File: src/rtl/uart_rx_fifo.sv
// Receive buffer behind uart_rx: first-word-fall-through FIFO of {ferr, data[8:0]}
// with fill level, level-threshold interrupt and sticky overrun flag.
module uart_rx_fifo #(
  parameter int unsigned DEPTH  = 16,
  parameter int unsigned THRESH = 8
) (
  input  logic                     clk,
  input  logic                     rst,
  input  logic [8:0]               rx_data,
  input  logic                     rx_valid,
  input  logic                     rx_ferr,
  input  logic                     word,
  input  logic                     rd_en,
  input  logic                     flush,
  input  logic                     clr_ovr,
  output logic [8:0]               rd_data,
  output logic                     rd_ferr,
  output logic                     empty,
  output logic                     full,
  output logic [$clog2(DEPTH):0]   level,
  output logic                     overrun,
  output logic                     irq
);

  localparam int unsigned AW = $clog2(DEPTH);
  localparam int unsigned LW = AW + 1;

  logic [9:0]    r_mem [DEPTH];
  logic [AW-1:0] r_wptr;
  logic [AW-1:0] r_rptr;
  logic [LW-1:0] r_level;
  logic          r_overrun;

  logic          w_empty;
  logic          w_full;
  logic          w_rd_acc;
  logic          w_wr_acc;
  logic          w_drop;
  logic [9:0]    w_wr_entry;

  assign w_empty = (r_level == '0);
  assign w_full  = (r_level == LW'(DEPTH));

  // A full FIFO still accepts a write when a read frees the head slot in the same cycle.
  assign w_rd_acc   = rd_en && !w_empty && !flush;
  assign w_wr_acc   = rx_valid && !flush && (!w_full || w_rd_acc);
  assign w_drop     = rx_valid && !flush && w_full && !w_rd_acc;
  assign w_wr_entry = {rx_ferr, word ? rx_data : {1'b0, rx_data[7:0]}};

  always_ff @(posedge clk) begin
    if (rst) begin
      for (int unsigned i = 0; i < DEPTH; i++) begin
        r_mem[i] <= '0;
      end
    end else if (w_wr_acc) begin
      r_mem[r_wptr] <= w_wr_entry;
    end
  end

  always_ff @(posedge clk) begin
    if (rst || flush) begin
      r_wptr  <= '0;
      r_rptr  <= '0;
      r_level <= '0;
    end else begin
      if (w_wr_acc) begin
        r_wptr <= r_wptr + AW'(1);
      end
      if (w_rd_acc) begin
        r_rptr <= r_rptr + AW'(1);
      end
      case ({w_wr_acc, w_rd_acc})
        2'b10:   r_level <= r_level + LW'(1);
        2'b01:   r_level <= r_level - LW'(1);
        default: r_level <= r_level;
      endcase
    end
  end

  // A new drop takes priority over clr_ovr; flush leaves the flag alone.
  always_ff @(posedge clk) begin
    if (rst) begin
      r_overrun <= 1'b0;
    end else if (w_drop) begin
      r_overrun <= 1'b1;
    end else if (clr_ovr) begin
      r_overrun <= 1'b0;
    end
  end

  assign rd_data = r_mem[r_rptr][8:0];
  assign rd_ferr = r_mem[r_rptr][9];
  assign empty   = w_empty;
  assign full    = w_full;
  assign level   = r_level;
  assign overrun = r_overrun;
  assign irq     = (r_level >= LW'(THRESH));

endmodule

File: config.mk
export PLATFORM = sky130hd
export DESIGN_NAME = uart_rx_fifo
export DESIGN_NICKNAME = d
export VERILOG_FILES = /design/src/rtl/uart_rx_fifo.sv
export SDC_FILE = /design/constraint.sdc
export NUM_CORES = 1
export LEC_CHECK = 0
export ABC_AREA = 1
export CAP_MARGIN = 10
export CELL_PAD_IN_SITES_DETAIL_PLACEMENT = 1
export CELL_PAD_IN_SITES_GLOBAL_PLACEMENT = 2
export CORE_ASPECT_RATIO = 1.4
export CORE_MARGIN = 5
export CORE_UTILIZATION = 41
export DETAILED_ROUTE_END_ITERATION = 10
export HOLD_SLACK_MARGIN = 0.05
export PLACE_DENSITY_LB_ADDON = 0.3
export SLEW_MARGIN = 20
export SYNTH_ARGS = -nofsm -noshare
export SYNTH_HDL_FRONTEND = slang
export SYNTH_SLANG_ARGS = --single-unit
export TNS_END_PERCENT = 30
File: constraint.sdc
create_clock -name clk -period 2.2 [get_ports clk]
set_input_delay 0.22 -clock clk [delete_from_list [all_inputs] [get_ports clk]]
set_output_delay 0.22 -clock clk [all_outputs]
set_load 0.005 [all_outputs]
==> impl.org, run 1 <==
** Outcome
- Run status :: complete, but fails checks
- Violations in the final reports :: negative setup slack

** Synthesis
- Asr flop ratio synth :: 0%
- Post-synthesis instance area :: 8540 um2
- Yosys mapped the design onto 33 distinct sky130hd cell types.
- The Yosys step of the flow raised 0 warnings.
- Yosys mapped a number of flops with a built-in enable equal to 160.
- For this run, the leading register cell type out of synthesis is edfxtp_1.
- Post-synthesis instance total :: 792
- Synthesized flop and latch total :: 178
- Mean cell area of the mapped netlist :: 10.8 um2
- The number of nets in the synthesized netlist is 816.
- Part of the Yosys area used for sequential elements :: 60.5%

** Timing
- Setup violations remaining at the end of the flow were counted as 1.
- Headroom to the max-slew limit came out at 53.0%.
- Max Freq :: 446 MHz
- Clock skew after layout :: 0.00791 ns
- Share of the cycle needed by the critical path after routing :: 102%
- Setup TNS after final layout :: -0.0410 ns
- For the pin with the worst max-slew slack, the measured transition is 0.704 ns.
- Minimum period implied by the final worst setup slack :: 2.24 ns
- Setup repair after global routing could not meet its margin everywhere.
- Final hold slack :: 0.408 ns
- Final Max Tran Viols :: 0
- Final hold viol count :: 0
- Across all setup checks in the final design, the least slack found is -0.0410 ns.

** Clock tree
- Counting the buffers created by CTS gives 17.
- Clock latency on the worst-skew pair, taken at its later pin, is 0.44 ns.
- Clock-pin slew was measured on the worst setup and hold paths at 0.07 ns.
- The clock passes through at most 2 buffers.
- CTS saw 178 sinks.
- The root buffer cell chosen for the clock tree is clkbuf_16.
- Level count of the clock H-tree :: 4
- TritonCTS built the clock tree.

** Placement
- Input and output buffers added on the ports amount to 35.
- Final estimated routing congestion in global placement :: 0.859
- HPWL after DPL :: 16.0 mm
- Placed instance count :: 1088

** Drt
- Wires add up to 23.3 mm.
- Routed length on met3 :: 577 um
- Antenna-violating nets left :: 0
- Total vias in the final route :: 6008
- TritonRoute pass-1 iters :: 5
- In the routed layout, each cell is associated on average with a via count of 5.30.
- Remaining DRCs :: 0
- Top routing layer in use :: met4
- Routed length on met2 :: 13.6 mm
- For this block, wires on met1 add up to 8.54 mm.
- Detail-routed net length per standard cell :: 20.5 um
- Violation count after the first detailed-route iteration :: 413

** Min path
- Hold wc startpoint :: clr_ovr
- Class of the most critical hold timing path :: in -> reg

** Pwr
- Combinational power share :: 8.1%
- Sequential cells burn 51.7% of the power.
- Total power for the finished layout comes to 7.40 mW.
- Of the total power, the share spent switching nets is 22.9%.
- Pint :: 5.71 mW
- Clock share of power :: 40.3%
- For this design the total switching power over the nets is 1.69 mW.
- Pwr per Cell Area :: 704 nW/um2
- In this run the static leakage power is 4.03 nW.
- Maximum vdd drop :: 0.000398 V

** Critical path
- Data arrives at the worst endpoint at 2.02 ns.
- Worst reg2reg startpoint :: level[0]
- Of all nets on the critical path, the largest fanout is 6.
- STA classifies the critical path startpoint as a register.
- Endpoint required time on the critical path :: 1.98 ns
- The critical path in this run is classified as reg -> out.
- Endpoint type of the worst setup path :: primary output

** Job
- Max-cap violations in this run came to 0.

** Final layout
- Cells with a size suffix above 1 make up 24.8% of the layout.
- Cells fill 51.1% of the core in the end.
- Most common cell after layout, fill and taps aside :: edfxtp_1
- The repair_antennas step left the layout with diodes totalling 0.
- Leaving out filler cells and counting taps, the final layout contains 1134.
- The area growth from synthesis to layout is 23.1%.
- Top library cells by usage in the layout, fill and taps aside :: edfxtp_1 (160), nor2_1 (121), inv_1 (78), nor2_2 (56), nand2_1 (48)
- Number of nets in the finished design :: 889
- Fill count :: 2175

** Floorplanning
- Starting density of the core :: 41.6%
- Measured along the x axis, the die boundary spans 132 um.
- 36 I/O pins were placed.
- FP Rows :: 62
- Vertical die dimension :: 181 um
- The die covers 23900 um2.
- Core area :: 20600 um2

** Global route
- Global routing consumed, over all layers together, 19.3% of the routing resources.
- The initial antenna violation count is 0.
- Largest net degree at the start of global routing :: 41
- First-pass GRT wire length :: 35.2 mm
- Via count of the first global-routing pass :: 6493
- Total congestion overflow :: 0
==> cells by family (layout without fill, tap and decap cells) <==
kind of cell             after synthesis  count (layout)  share of synthesized area, %
AO/OA/AOI/OAI                        152             152                          10.2
buffers and inverters                137             223                          7.43
adder cells (fa/ha/maj)                7               7                          1.03
multiplexers                          40              40                          4.69
flip-flops                           178             178                          60.5
XOR/XNOR                               2               2                         0.205
AND/OR/NAND/NOR                      276             276                          16.0
==> cell usage after synthesis (2+ instances only) <==
master    number  area, um2
a21oi_1       48        240
buf_2          8       40.0
buf_4          4       30.0
buf_6         12        135
clkbuf_1      30        113
clkinv_1       3       11.3
dfxtp_1       18        360
edfxtp_1     160       4800
ha_1           7       87.6
inv_1         78        293
mux2i_1       40        400
nand2_1       49        184
nand2_2       15       93.8
nand2_4        3       33.8
nand3_1       19       95.1
nand4_1        4       25.0
nor2_1       121        454
nor2_2        56        350
nor2_4         2       22.5
nor2_8         3       60.1
o211ai_1      41        308
o21ai_0       60        300
==> layout make-up <==
cell class                 count  area (um2)  area share (%)
tap                          256         320            3.05
clock inverter                11         129            1.23
inverter                      83         317            3.01
sequential                   178        5170            49.2
timing repair buffer         108        1280            12.2
clock buffer                  21         440            4.19
multi-input combinational    477        2860            27.2
==> per-stage QoR <==
stage	area, um2	worst slack [ns]
after global routing	10500	-0.0993
final	10500	-0.0410
after CTS	10300	-0.0830
after floorplan	8540	0.320
after global placement	9570	0.0243
after detailed placement	9570	-0.0589
==> timing repair <==
item,4_1_cts,5_1_grt
pin swaps,23,25
endpoints found under the hold margin,0,0
resized for setup,63,39
setup buffers,7,0
cloned,2,5
hold buffers,0,0
setup endpoints to repair,10,11
==> power by group through the flow <==
stage          Combinational [mW]  Clock (mW)  Sequential, mW
6_report                    0.596        2.98            3.82
2_1_floorplan               0.287           0            3.88
4_1_cts                     0.586        3.01            3.82
3_3_place_gp                0.550           0            3.89
3_5_place_dp                0.568           0            3.90
5_1_grt                     0.644        3.18            3.83
==> state kept, by name, summed over array words and instances, names as in the netlist, named ones only <==
signal,flops
r_mem,160
level,5
r_rptr,4
overrun,1
r_wptr,4
==> final timing paths <==
check | end | slack [ns] | depth (start not counted)
setup / recovery | rd_data[1] | -0.04 | 9
hold / removal | overrun | 0.41 | 4
setup reg to reg | level[4] | 0.27 | 12
hold reg to reg | overrun | 0.47 | 2
==> critical path, stage by stage, from the launching register on <==
cell             delay, ns
dfxtp_4               0.36
buf_12                0.14
buf_12                0.15
clkbuf_16             0.17
a21oi_2               0.16
o21ai_2               0.10
o211ai_1              0.09
nand3_1               0.12
nand2_1               0.09
clkdlybuf4s15_2       0.20
==> routing by layer <==
metal,vias to the layer above,global-route usage (%)
met5,-,0
met4,0,6.46
met3,39,3.53
met2,99,38.6
met1,3024,19.7
li1,2846,-
(Power assumes the default switching activity.)
==> run 2, diff against run 1 <==
--- a/config.mk
+++ b/config.mk
@@ -15,6 +15,7 @@
 export DETAILED_ROUTE_END_ITERATION = 10
 export HOLD_SLACK_MARGIN = 0.05
 export PLACE_DENSITY_LB_ADDON = 0.3
+export REMOVE_ABC_BUFFERS = 1
 export SLEW_MARGIN = 20
 export SYNTH_ARGS = -nofsm -noshare
 export SYNTH_HDL_FRONTEND = slang
==> impl.org, run 2 (synthesized netlist as in run 1, its figures left out) <==
** Outcome
- The run finished, with violations left.
- The final reports fail on negative setup slack.

** Drt
- Wires add up to 24.8 mm.
- TritonRoute pass-1 iters :: 5
- Remaining DRCs :: 0
- In this run the remaining antenna-violating nets after routing total 0.
- After detailed routing, the average wire length per cell comes to 21.7 um.
- Total vias in the final route :: 6116
- In the routed layout, each cell is associated on average with a via count of 5.34.
- Violation count after the first detailed-route iteration :: 384

** Timing
- Relative slew slack :: 60.3%
- Minimum setup slack in the final design :: -0.111 ns
- Setup violations, final :: 8
- Setup repair after global routing missed its margin :: true
- For the final database, setup skew stands at 0.0101 ns.
- Final hold viol count :: 0
- For the pin with the worst max-slew slack, the measured transition is 0.593 ns.
- After layout, the worst path uses 105% of the clock period.
- For the finished layout, the period the worst path requires is 2.31 ns.
- Derived from the worst setup path, the maximum achievable clock frequency is 433 MHz.
- The final count of pins violating max slew is 0.

** Critical path
- By startpoint and endpoint, the worst setup path is classified as reg -> out.
- The slowest stage of the critical path belongs to the cell dfxtp_4.
- Arr. time, crit path :: 2.09 ns
- CP cell instances :: buf_12 -> buf_16 -> mux2i_1 -> o211ai_1 -> o211ai_1 -> nand2_1 -> buf_2
- The cell that appears most often on the critical path is o211ai_1.
- Startpoint kind of the worst setup timing path :: register
- Register-to-Register Path Depth :: 11
- STA classifies the critical path endpoint as a primary output.
- Slack of the worst reg-to-reg path :: 0.18 ns
- The worst register-to-register path ends at level[4].
- Endpoint required time on the critical path :: 1.98 ns
- The startpoint identified for the worst register-to-register timing path is level[0].
- Maximum single-stage delay on the critical path :: 0.41 ns
- Worst Path Max Fanout :: 8

** Pwr
- After layout, the design draws a total of 7.51 mW.
- Summed over all nets, the switching power comes to 1.68 mW.
- For this design the ratio of total power to cell area is 699 nW/um2.
- Internal power comes to 5.83 mW.
- Across the VDD grid, the largest voltage drop is 0.000515 V.
- Combinational power share :: 8.3%
- Leakage dissipation :: 4.14 nW
- Sequential fraction of design power :: 51.2%
- Of the total power, the share spent switching nets is 22.4%.
- Per report_power, the clock group accounts for 40.5% of the total.

** Floorplanning
- The floorplan has 62 rows.
- Boundary pin count :: 36
- The initial utilization of the core area, before any placement, comes to 41.6%.
- The total area inside the core boundary comes to 20600 um2.
- Measured along the x axis, the die boundary spans 132 um.
- The die is 181 um tall.
- The floorplan step defined a die boundary enclosing 23900 um2.

** Final layout
- Number of nets in the finished design :: 900
- Fraction of final layout cells sized beyond drive strength 1 :: 27.8%
- Flip-flop count of the largest register, all copies and words added :: 160
- The number of antenna diodes in the final layout is 0.
- Largest Register :: r_mem
- Most common cell after layout, fill and taps aside :: edfxtp_1
- Fill count :: 2139
- Top library cells by usage in the layout, fill and taps aside :: edfxtp_1 (160), nor2_1 (121), inv_1 (78), nor2_2 (56), buf_4 (54)
- Layout Area Growth over Synthesis :: 25.7%

** Placement
- The congestion estimate from routability-driven global placement came to 0.842.
- Before CTS, the worst setup slack after placement is -0.0585 ns.
- Port Buffer Count :: 35
- HPWL after DPL :: 17.2 mm

** Global route
- Total congestion overflow :: 0
- Via count of the first global-routing pass :: 6635
- Largest net degree at the start of global routing :: 31
- The first global-routing pass estimated 37.6 mm of wire.
- The initial antenna violation count came to 0.
- In the global route stage, overall resource usage came out at 20.8%.

** Clock tree
- Inserted Clock Buffers :: 17
- Clock sink total :: 178
- Clock tree from TritonCTS :: built
- Post-CTS clock slew at the launch and capture registers of the worst setup and hold paths :: 0.06 ns
- Clk Latency, worst-skew pair :: 0.44 ns
- Level count of the clock H-tree :: 4
- The root buffer cell chosen for the clock tree is clkbuf_16.
- The longest clock path from root to sink contains 2 buffers.

** Job
- Number of max-cap violations :: 0

** Min path
- Along the worst hold path, the cell count comes to 4.
- The worst hold path begins at clr_ovr.
- The path with the worst hold slack has its endpoint at overrun.
- The path class of the tightest hold or removal check is in -> reg.
## run 2: changes by cell type in the layout (fill, tap and decap cells not counted), moves of 4 or more
cell,change
buf_4,+15
inv_6,-4
clkinvlp_4,-4
mux2i_1,-18
o21ai_1,+4
mux2i_4,+12
o21ai_0,-7
mux2i_2,+6
## run 2: metrics by stage
stage          std cells  hold slack, ns  utilization (%)  TNS [ns]  area [um2]
3_5_place_dp        1096           0.462             46.7    -0.898        9590
3_3_place_gp        1096           0.458             46.7  -0.00170        9590
5_1_grt             1145           0.454             52.2     -1.13       10700
6_report            1145           0.427             52.2    -0.415       10700
4_1_cts             1141           0.416             51.8    -0.360       10700
2_1_floorplan        738           0.289                -    -13.46        8230
## run 2: worst max path at each step
stage                 end  slack [ns]  depth (start not counted)
2_1_floorplan  rd_data[5]       -1.36                          4
3_3_place_gp     level[4]      -0.002                         13
3_5_place_dp     level[4]       -0.06                         11
4_1_cts        rd_data[6]       -0.07                          8
5_1_grt           rd_ferr       -0.14                          8
6_report       rd_data[6]       -0.11                          7
## run 2: power groups by stage
stage	logic, mW	clock network (mW)	registers (mW)
CTS	0.615	3.09	3.84
finish	0.622	3.04	3.85
detailed placement	0.573	0	3.91
floorplan	0.264	0	3.89
global route	0.666	3.24	3.85
global placement	0.551	0	3.90
## run 2: cell type report
type / count / area (um2) / share of cell area, %
clock buffer: 26 / 532 / 4.95
sequential: 178 / 5170 / 48.1
multi-input combinational: 477 / 3010 / 28.0
clock inverter: 6 / 62.6 / 0.583
inverter: 83 / 317 / 2.95
timing repair buffer: 119 / 1330 / 12.4
tap: 256 / 320 / 2.98
## run 2: what timing repair did
action / CTS / global route
setup endpoints to repair: 10 / 10
gates cloned: 5 / 1
hold endpoints to repair: 0 / 0
gates resized for setup: 121 / 15
setup buffers: 9 / 4
pin swaps: 30 / 14
hold buffers: 0 / 0
## run 2: per-layer routing
metal	vias to the layer above	global-route usage (%)	part of all wire, %
li1	2872	-	-
met1	3085	22.4	37
met2	112	39.1	56
met3	47	4.31	3.5
met4	0	8.60	3.6
met5	-	0	0
## run 2: worst max-delay path: cells and delay by family, from the launching register on
kind	cells	cell delay, ns
AO/OA/AOI/OAI	2	0.59
buffers and inverters	3	0.40
flip-flops	1	0.41
multiplexers	1	0.11
AND/OR/NAND/NOR	1	0.15
==> run 3, diff against run 2 <==
--- a/config.mk
+++ b/config.mk
@@ -11,7 +11,7 @@
 export CELL_PAD_IN_SITES_GLOBAL_PLACEMENT = 2
 export CORE_ASPECT_RATIO = 1.4
 export CORE_MARGIN = 5
-export CORE_UTILIZATION = 41
+export CORE_UTILIZATION = 44
 export DETAILED_ROUTE_END_ITERATION = 10
 export HOLD_SLACK_MARGIN = 0.05
 export PLACE_DENSITY_LB_ADDON = 0.3
==> constraint.sdc (replaced) <==
create_clock -name clk -period 2.88 [get_ports clk]
set_input_delay 0.288 -clock clk [delete_from_list [all_inputs] [get_ports clk]]
set_output_delay 0.288 -clock clk [all_outputs]
set_load 0.005 [all_outputs]
==> impl.org, run 3 (synthesized netlist as in run 1, its figures left out) <==
** Outcome
- Run status :: finished, final reports clean

** Pwr
- Leakage dissipation :: 3.65 nW
- Of the total power, the share spent switching nets is 23.5%.
- Switching power of the nets :: 1.33 mW
- Internal power comes to 4.33 mW.
- Pwr per Cell Area :: 582 nW/um2
- Clock share of power :: 41.4%
- The worst-case IR drop observed on VDD is 0.000346 V.
- Combinational cells account for 6.9% of the total power.
- Registers are responsible for 51.7% of the overall power.

** Critical path
- The worst setup path is of the reg -> out kind.
- Arr. time, crit path :: 2.55 ns
- STA classifies the critical path startpoint as a register.
- Endpoint required time on the critical path :: 2.59 ns
- Worst Path Max Fanout :: 40
- Endpoint type of the worst setup path :: primary output

** Min path
- Class of the most critical hold timing path :: reg -> reg

** Final layout
- The finished cells cover 9720 um2.
- Largest Register :: r_mem
- In the final design database the tool counted 841 nets.
- Antenna Cells :: 0
- Top library cells by usage in the layout, fill and taps aside :: edfxtp_1 (160), nor2_1 (121), inv_1 (77), o21ai_0 (60), nor2_2 (56)
- Fraction of final layout cells sized beyond drive strength 1 :: 17.2%
- Layout Area Growth over Synthesis :: 13.8%
- The register with the most flip-flops in the layout has 160 of them.
- Leaving out fill and tap cells, the most frequent cell in the layout is edfxtp_1.

** Clock tree
- Clock tree from TritonCTS :: built
- The H-tree was split into 4 levels.
- Post-CTS clock slew at the launch and capture registers of the worst setup and hold paths :: 0.07 ns
- Clk Tree Root Cell :: clkbuf_16
- Counting the buffers created by CTS gives 17.
- After clock tree synthesis, the flow added hold-fix buffers numbering 0.
- Clock sink total :: 178
- Clk buf depth :: 2
- Clk Latency, worst-skew pair :: 0.44 ns

** Floorplanning
- Core area :: 19100 um2
- 36 I/O pins were placed.
- Starting density of the core :: 44.6%
- The die covers 22300 um2.
- From left edge to right edge, the die measures 128 um.
- Vertical die dimension :: 175 um
- In this run the core area contains 60 standard-cell rows.

** Drt
- Detail-routed net length per standard cell :: 21.1 um
- The detailed router finished its first iteration with 414 violations.
- In the detailed route, the total length drawn on met3 is 769 um.
- After detailed routing, the wire length on met1 is 8.63 mm.
- The routed layout has 5735 vias.
- Routed signal wires occupy layers up through met4.
- Final routed wirelength across all metal layers :: 22.7 mm
- TritonRoute pass-1 iters :: 4
- Wire segments on met2 add up to 12.5 mm in the final route.
- In the routed design, unresolved DRC markers number 0.
- Mean number of vias per cell :: 5.32
- Antenna-violating nets left :: 0

** Global route
- Antenna violations before repair :: 0
- Largest net degree at the start of global routing :: 41
- The via count of the first global-routing pass is 6149.
- Total global routing track utilization :: 21.0%
- The first global-routing pass estimated 34.7 mm of wire.
- Total congestion overflow :: 0

** Placement
- Post-placement cell area :: 9080 um2
- Summed over all nets, the half-perimeter wirelength after detailed placement is 15.9 mm.
- Prior to clock tree synthesis, the placed netlist has a worst setup slack of 0.278 ns.
- Final estimated routing congestion in global placement :: 0.793
- The count of buffers added on input and output ports is 35.

** Timing
- Of the available clock period, the critical path in the final layout requires 98.6%.
- The number of hold violations in the final report was 0.
- For the pin with the worst max-slew slack, the measured transition is 0.916 ns.
- Minimum setup slack in the final design :: 0.0407 ns
- Final hold slack :: 0.472 ns
- Clock skew after layout :: 0.00771 ns
- After layout, the minimum clock period comes to 2.84 ns.
- Final Max Tran Viols :: 0
- Max Freq :: 352 MHz
- Setup violations remaining at the end of the flow were counted as 0.
- Relative slew slack :: 38.9%
- Setup repair after global routing could not meet its margin everywhere.

** Job
- Across the run, the number of max-cap violations was 0.
[run 3: cell types whose count changed in the layout (fill, tap and decap cells not counted), moves of 10 or more]
cell and change:
o21ai_0 +32, mux2i_4 -12, clkdlybuf4s50_1 +10, a21oi_2 -11, a21oi_1 +13, mux2i_1 +19, buf_12 -17, buf_4 -35
o21ai_1 -25
[run 3: critical path, stage by stage, from the launching register on]
cell             delay, ns
dfxtp_1               0.49
buf_6                 0.37
a21oi_1               0.09
o21ai_0               0.17
o21ai_0               0.15
o211ai_1              0.30
nand2_1               0.09
clkdlybuf4s50_1       0.45
[run 3: layout make-up]
type / instances / area, um2
Clock inverter: 14 / 168
Sequential cell: 178 / 5170
Timing Repair inverter: 1 / 7.51
Multi-Input combinational cell: 477 / 2740
Inverter: 83 / 320
Tap cell: 248 / 310
Timing Repair Buffer: 59 / 576
Fill cell: 2087 / 9420
Clock buffer: 18 / 429
[run 3: final timing paths]
check / startpoint / slack (ns) / to / cells past startpoint
setup / recovery: register / 0.04 / rd_data[5] / 7
hold / removal: overrun / 0.47 / overrun / 2
setup reg to reg: level[1] / 0.62 / r_mem[15][4] / 10
hold reg to reg: overrun / 0.47 / overrun / 2
[run 3: what timing repair did]
item,4_1_cts,5_1_grt
resized for setup,0,4
buffers inserted,0,3
endpoints found under the setup margin,0,9
[run 3: stage by stage]
step	setup TNS, ns	instances	utilization (%)	total power [mW]
2_1_floorplan	-7.34	738	-	3.18
3_3_place_gp	0	1042	47.5	3.36
3_5_place_dp	0	1042	47.5	3.37
4_1_cts	0	1074	50.6	5.70
5_1_grt	-0.110	1078	50.8	5.85
6_report	0	1078	50.8	5.66
[run 3: metal layers]
metal / GRT usage [%] / vias up
met4: 8.94 / 0
met2: 38.9 / 115
met5: 0 / -
met3: 3.46 / 33
met1: 23.3 / 2842
li1: - / 2745
[run 3: power by group through the flow]
stage / clock network (mW) / registers, mW / logic, mW
2_1_floorplan: 0 / 2.98 / 0.202
3_3_place_gp: 0 / 2.98 / 0.381
3_5_place_dp: 0 / 2.98 / 0.391
4_1_cts: 2.38 / 2.93 / 0.394
5_1_grt: 2.50 / 2.93 / 0.420
6_report: 2.34 / 2.93 / 0.389
==> RTL edit 1, RTL diff (config.mk and constraints of run 2) <==
Change the parameter `DEPTH` from 16 to 32.
--- a/src/rtl/uart_rx_fifo.sv
+++ b/src/rtl/uart_rx_fifo.sv
@@ -3,3 +3,3 @@
 module uart_rx_fifo #(
-  parameter int unsigned DEPTH  = 16,
+  parameter int unsigned DEPTH  = 32,
   parameter int unsigned THRESH = 8
Interface: changed (resized level); port bits go from 36 to 37. The function was not compared with the original's and may differ.
==> RTL edit 1 against run 2 <==
The run still ends with negative setup slack left. Fmax decreased by 4.3%. Largest power group unchanged. Worst setup slack got worse by 0.10 ns. Power increased by 97%. Critical endpoint is now rd_data[1]. Routed wire length increased by 120%. Combinational power increased by 110%. Design area increased by 94%. Sequential cell count increased by 164. Area after synthesis increased by 91%.
==> RTL edit 1: results (changes against run 2) <==
- The non-filler instance count after layout came to 2,394 (+110%).
- The fraction of synthesis flops using an asynchronous set or reset pin was 0% (unchanged).
- The worst clock skew is 0.01826 ns (+0.008168 ns).
* Max FFs per register: 320 (+100%)
* Startpoint of the lowest-slack register-to-register path: level[4]
- The mean post-synth cell area was 9.356 um2 (-13%).
- Total Nets Final: 1,868 (+110%)
* Highest net fanout along the worst path: 6 (-2)
- Cells on Worst Hold Path: 4 (unchanged)
- The first-pass GRT wire length is 81.41 mm (+120%).
- Global-route usage over all layers: 24.76% (+4.0 points)
* Ranking of synthesized cells by area: edfxtp_1 (59%), nand2_1 (12%), nand3_1 (8.0%)
- Buffer depth of the longest clock path: 3 (+1)
* Instance area after placement: 18,370 um2 (+92%)
- Post-synthesis sequential area ratio: 61.59% (+1.1 points)
- The pre-CTS setup slack is -0.1201 ns (-0.06158 ns).
- Cell total after placement: 2,303 (+110%)
- Clock tree root buffer cell: clkbuf_16
- The standby leakage power was 8.378 nW (+100%).
- The estimated wirelength of the detail-placed design is 33.86 mm (+97%).
* Final estimated routing congestion in global placement: 0.8379 (-0.43%)
- TritonCTS Buffers: 36 (+19)
- Outcome: finished with violations
- Register with the most flip-flops: r_mem
- Total of buffers placed on input and output ports: 36 (+2.9%)
- The most used flip-flop cell after synthesis is edfxtp_1.
- Netlist cell types: 25 (-24%)
- The number of enable flip-flop cells after synthesis came to 320 (+100%).
* Critical path data arrival time: 2.20 ns (+0.11 ns)
- Initial DRC Count: 824 (+110%)
* Violations in the final reports: negative setup slack
- Worst-Margin Slew: 0.5349 ns (-0.05849 ns)
- # H-tree levels: 2 (-2)
* Largest net degree at the start of global routing: 41 (+32%)
- Number of warnings issued by yosys: 0 (unchanged)
- The insertion delay to the later sink of the worst-skew pair is 0.53 ns (+0.09 ns).
- Path depth of the worst reg2reg path: 9 (-2)
* Via count of the first global-routing pass: 13,560 (+100%)
- The routed length per placed instance was 22.55 um (+4.1%).
* Accumulated negative setup slack: -1.845 ns (-1.430 ns)
- The fraction of final layout cells with drive strength greater than 1 came to 27.81% (+0.029 points).
* Via count: 12,820 (+110%)
* Setup-violating endpoint count in the final report: 10 (+2)
- The post-route worst hold slack came to 0.3218 ns (-0.1055 ns).
- The number of iterations in the first detailed-routing pass was 6 (+1).
* Slowest cell on crit path: dfxtp_4
* End of the worst register-to-register path: r_mem[19][0]
- Synth top cells by count: nand2_1 (521), edfxtp_1 (320), nand3_1 (261), nor2_1 (253), clkbuf_1 (95)
* Clk pin slew, worst setup/hold paths: 0.07 ns
- Min-Delay Path Class: input pin to flip-flop
* Path type of the worst setup path: flip-flop to output port
- Setup slack of the critical path after layout: -0.2155 ns (-0.1044 ns)
- Worst ir drop on vdd: 458.1 uV (-11%)
==> RTL edit 1: power breakdown <==
part | internal [mW] | switching (mW) | total (mW)
Combinational | 0.488 | 0.817 | 1.30
Sequential | 7.33 | 0.0880 | 7.42
Clock | 3.58 | 2.48 | 6.06
==> RTL edit 1: cell type report <==
class | instances | area (um2)
repair inverters | 1 | 20.02
multi-input cells | 1218 | 6185
well taps | 528 | 660.6
inverters | 43 | 177.7
clock inverters | 9 | 116.4
repair buffers | 199 | 2591
fillers | 4343 | 18550
clock buffers | 54 | 1030
flip-flops and latches | 342 | 10050
==> RTL edit 1: critical path, delay by kind of cell, from the launching register on <==
kind / cells / cell delay (ns)
buffers and inverters: 5 / 0.63
AND/OR/NAND/NOR: 8 / 0.61
flip-flops: 1 / 0.42
==> RTL edit 1: how the worst max path moves through the flow <==
stage,end,slack [ns],depth (start not counted)
2_1_floorplan,rd_data[0],-3.52,9
3_3_place_gp,rd_data[7],-0.09,11
3_5_place_dp,rd_data[7],-0.12,11
4_1_cts,rd_data[4],-0.21,12
5_1_grt,rd_data[7],-0.29,13
6_report,rd_data[1],-0.22,13
==> RTL edit 1: kinds of logic after synthesis <==
group,after synthesis,synth area share [%]
adders and majority gates,10,0.8128
xor gates and xnor gates,5,0.2684
and+or+nand+nor,1178,31.52
DFF,342,61.59
AOI/OAI and AO/OA,25,0.7668
buffers and inverters,184,5.046
==> RTL edit 1: routing by layer <==
metal	vias to the layer above	track usage [%]	share of wire [%]
met3	110	2.870	3.3
met2	256	44.32	52
met4	0	8.923	3.8
met5	-	0	0
met1	6490	30.68	41
li1	5968	-	-
==> RTL edit 1: repair_timing <==
| item | 4_1_cts | 5_1_grt |
|---|---|---|
| cloned | 13 | 1 |
| pin swaps | 53 | 36 |
| buffers inserted | 17 | 1 |
| setup endpoints to repair | 10 | 14 |
| resized for setup | 194 | 75 |
==> RTL edit 2, RTL diff (config.mk and constraints of run 2) <==
Without the edit above. Register the outputs `rd_ferr` and `irq`, without a reset; this adds one clock of latency there. The other outputs are not delayed to match.
--- a/src/rtl/uart_rx_fifo.sv
+++ b/src/rtl/uart_rx_fifo.sv
@@ -91,3 +91,2 @@
   assign rd_data = r_mem[r_rptr][8:0];
-  assign rd_ferr = r_mem[r_rptr][9];
   assign empty   = w_empty;
@@ -96,3 +95,6 @@
   assign overrun = r_overrun;
-  assign irq     = (r_level >= LW'(THRESH));
+  always_ff @(posedge clk) begin
+    rd_ferr <= r_mem[r_rptr][9];
+    irq     <= (r_level >= LW'(THRESH));
+  end
 
Formal check against the unedited RTL: not equivalent (a bounded check fails within 4 cycles, from zero or initial values and one cycle with rst high).
==> RTL edit 2 against run 2 <==
Die area increased by 0.51%. Worst setup slack improved by 0.12 ns. Sequential share of layout area increased by 1.9 points. Synthesized cell count increased by 0.51%. Via count decreased by 2.6%. Design area decreased by 3.0%. Power increased by 0.23%. Highest routed layer unchanged. Non-clock buffer count decreased by 13. Area after synthesis increased by 0.54%. Sequential cell count increased by 2. Routed wire length decreased by 2.9%. Critical path depth unchanged. Cell count decreased by 1.0%. Largest power group unchanged.
==> RTL edit 2: results (changes against run 2) <==
- The run finished with clean final reports.
* Global-route usage over all layers: 20.49% (-0.30 points)
- Share of flip-flops with an asynchronous set or reset: 0% (unchanged)
* Via count: 5,959 (-2.6%)
- Via count of the first global-routing pass: 6,563 (-1.1%)
* Startpoint of the lowest-slack register-to-register path: level[2]
- Detail Placement HPWL: 16.58 mm (-3.6%)
- Netlist cell types: 30 (-9.1%)
- The most critical setup path has its endpoint at rd_data[8].
- Global-route wire length before repair: 37.20 mm (-1.1%)
* Cell leakage power: 4.021 nW (-3.0%)
* Total inserted antenna cells: 0 (unchanged)
- Counting instances in the post-synthesis netlist gives the leading cell types as edfxtp_1 (160), nor2_1 (125), inv_1 (80), o21ai_0 (57), nor2_2 (51).
* Worst-Margin Slew: 0.5292 ns (-0.06414 ns)
- Largest net degree at the start of global routing: 41 (+32%)
- Remaining DRCs: 0 (unchanged)
- Post-synthesis sequential area ratio: 60.60% (+0.14 points)
* Ranking of synthesized cells by area: edfxtp_1 (56%), nor2_1 (5.5%), dfxtp_1 (4.7%)
* Number of flops mapped to enable cells by yosys: 160 (unchanged)
* Global routing met2 resource utilization: 39.07% (about the same)
* Initial antenna violation count: 0 (unchanged)
* Final estimated routing congestion in global placement: 0.8466 (+0.61%)
- The largest stage delay on the critical path is 0.36 ns (-0.05 ns).
* Initial DRC Count: 504 (+31%)
* Worst ir drop on vdd: 444.9 uV (-14%)
- Global routing usage on met3: 3.868% (-0.45 points)
* Total Nets Final: 890 (-1.1%)
- Routed wirelength normalized by instance count: 21.25 um (-1.9%)
- The worst clock skew was 0.01168 ns (+0.001588 ns).
- Among all stages on the critical path, the largest delay is contributed by dfxtp_4.
- End of the worst register-to-register path: r_mem[5][9]
* Clock tree root buffer cell: clkbuf_16
- Critical path data arrival time: 1.97 ns (-0.12 ns)
- The number of cells on the worst reg-to-reg path was 10 (-1).
* Global-route met1 utilization: 22.33% (-0.035 points)
- The fraction of final layout cells with drive strength greater than 1 came to 23.72% (-4.1 points).
- The maximum fanout count along the critical path came to 5 (-3).
RTL edit 2: cell count changes in the layout (fill, tap and decap cells not counted), sizes merged, moves of 2 or more:
cell / run 2 / this run
dfxtp: 18 / 20
clkinvlp: 0 / 4
clkbuf: 29 / 19
nand3: 20 / 25
bufinv: 1 / 3
o21ai: 61 / 57
buf: 89 / 77
RTL edit 2: cell families after synthesis:
| kind of cell | synth area share [%] |
|---|---|
| AO/OA/AOI/OAI | 9.803 |
| multiplexers | 4.661 |
| AND/OR/NAND/NOR | 16.33 |
| flip-flops | 60.60 |
| adder cells (fa/ha/maj) | 1.020 |
| XOR/XNOR | 0.1020 |
| buffers and inverters | 7.487 |
RTL edit 2: worst min path at each step:
stage	end	slack, ns	depth (start not counted)
6_report	overrun	0.42	4
5_1_grt	overrun	0.41	4
4_1_cts	overrun	0.42	4
3_5_place_dp	overrun	0.46	2
3_3_place_gp	overrun	0.46	2
2_1_floorplan	overrun	0.29	1
RTL edit 2: final cells by class:
cell class	instances	area [um2]
Sequential cell	180	5210
Inverter	84	320.3
Fill cell	2210	10140
Tap cell	256	320.3
Multi-Input combinational cell	477	2834
Timing Repair Buffer	106	1147
Clock inverter	12	155.1
Clock buffer	18	429.2
RTL edit 2: power by group:
group | internal (mW) | switching, mW
Clock | 1.78 | 1.28
Combinational | 0.237 | 0.367
Sequential | 3.82 | 0.0447
Total | 5.84 | 1.69
RTL edit 2: routing by layer:
layer | vias up | part of all wire, %
met1 | 2970 | 38
met3 | 33 | 2.8
met2 | 108 | 56
met5 | - | 0
li1 | 2848 | -
met4 | 0 | 3.0
RTL edit 2: what timing repair did:
item,in CTS,in global routing
endpoints found under the setup margin,9,8
buffers inserted,5,0
cloned,2,0
pin swaps,26,14
resized for setup,73,19
RTL edit 2: per-stage QoR:
stage | util, % | hold slack (ns) | std cells | setup WS (ns) | instance area [um2]
after CTS | 50.61 | 0.4160 | 1133 | -0.08287 | 10410
after floorplan | - | 0.2891 | 741 | -1.346 | 8267
after global routing | 50.67 | 0.4146 | 1133 | -0.08133 | 10420
after global placement | 46.80 | 0.4584 | 1096 | 0.04471 | 9622
final | 50.67 | 0.4221 | 1133 | 0.007381 | 10420
after detailed placement | 46.80 | 0.4604 | 1096 | -0.06686 | 9622
RTL edit 2: worst max-delay path, delay by kind of cell, from the launching register on:
kind,cells,cell delay (ns)
and+or+nand+nor,2,0.30
muxes,1,0.15
buffers and inverters,3,0.40
DFF,1,0.36
AOI/OAI and AO/OA,1,0.32
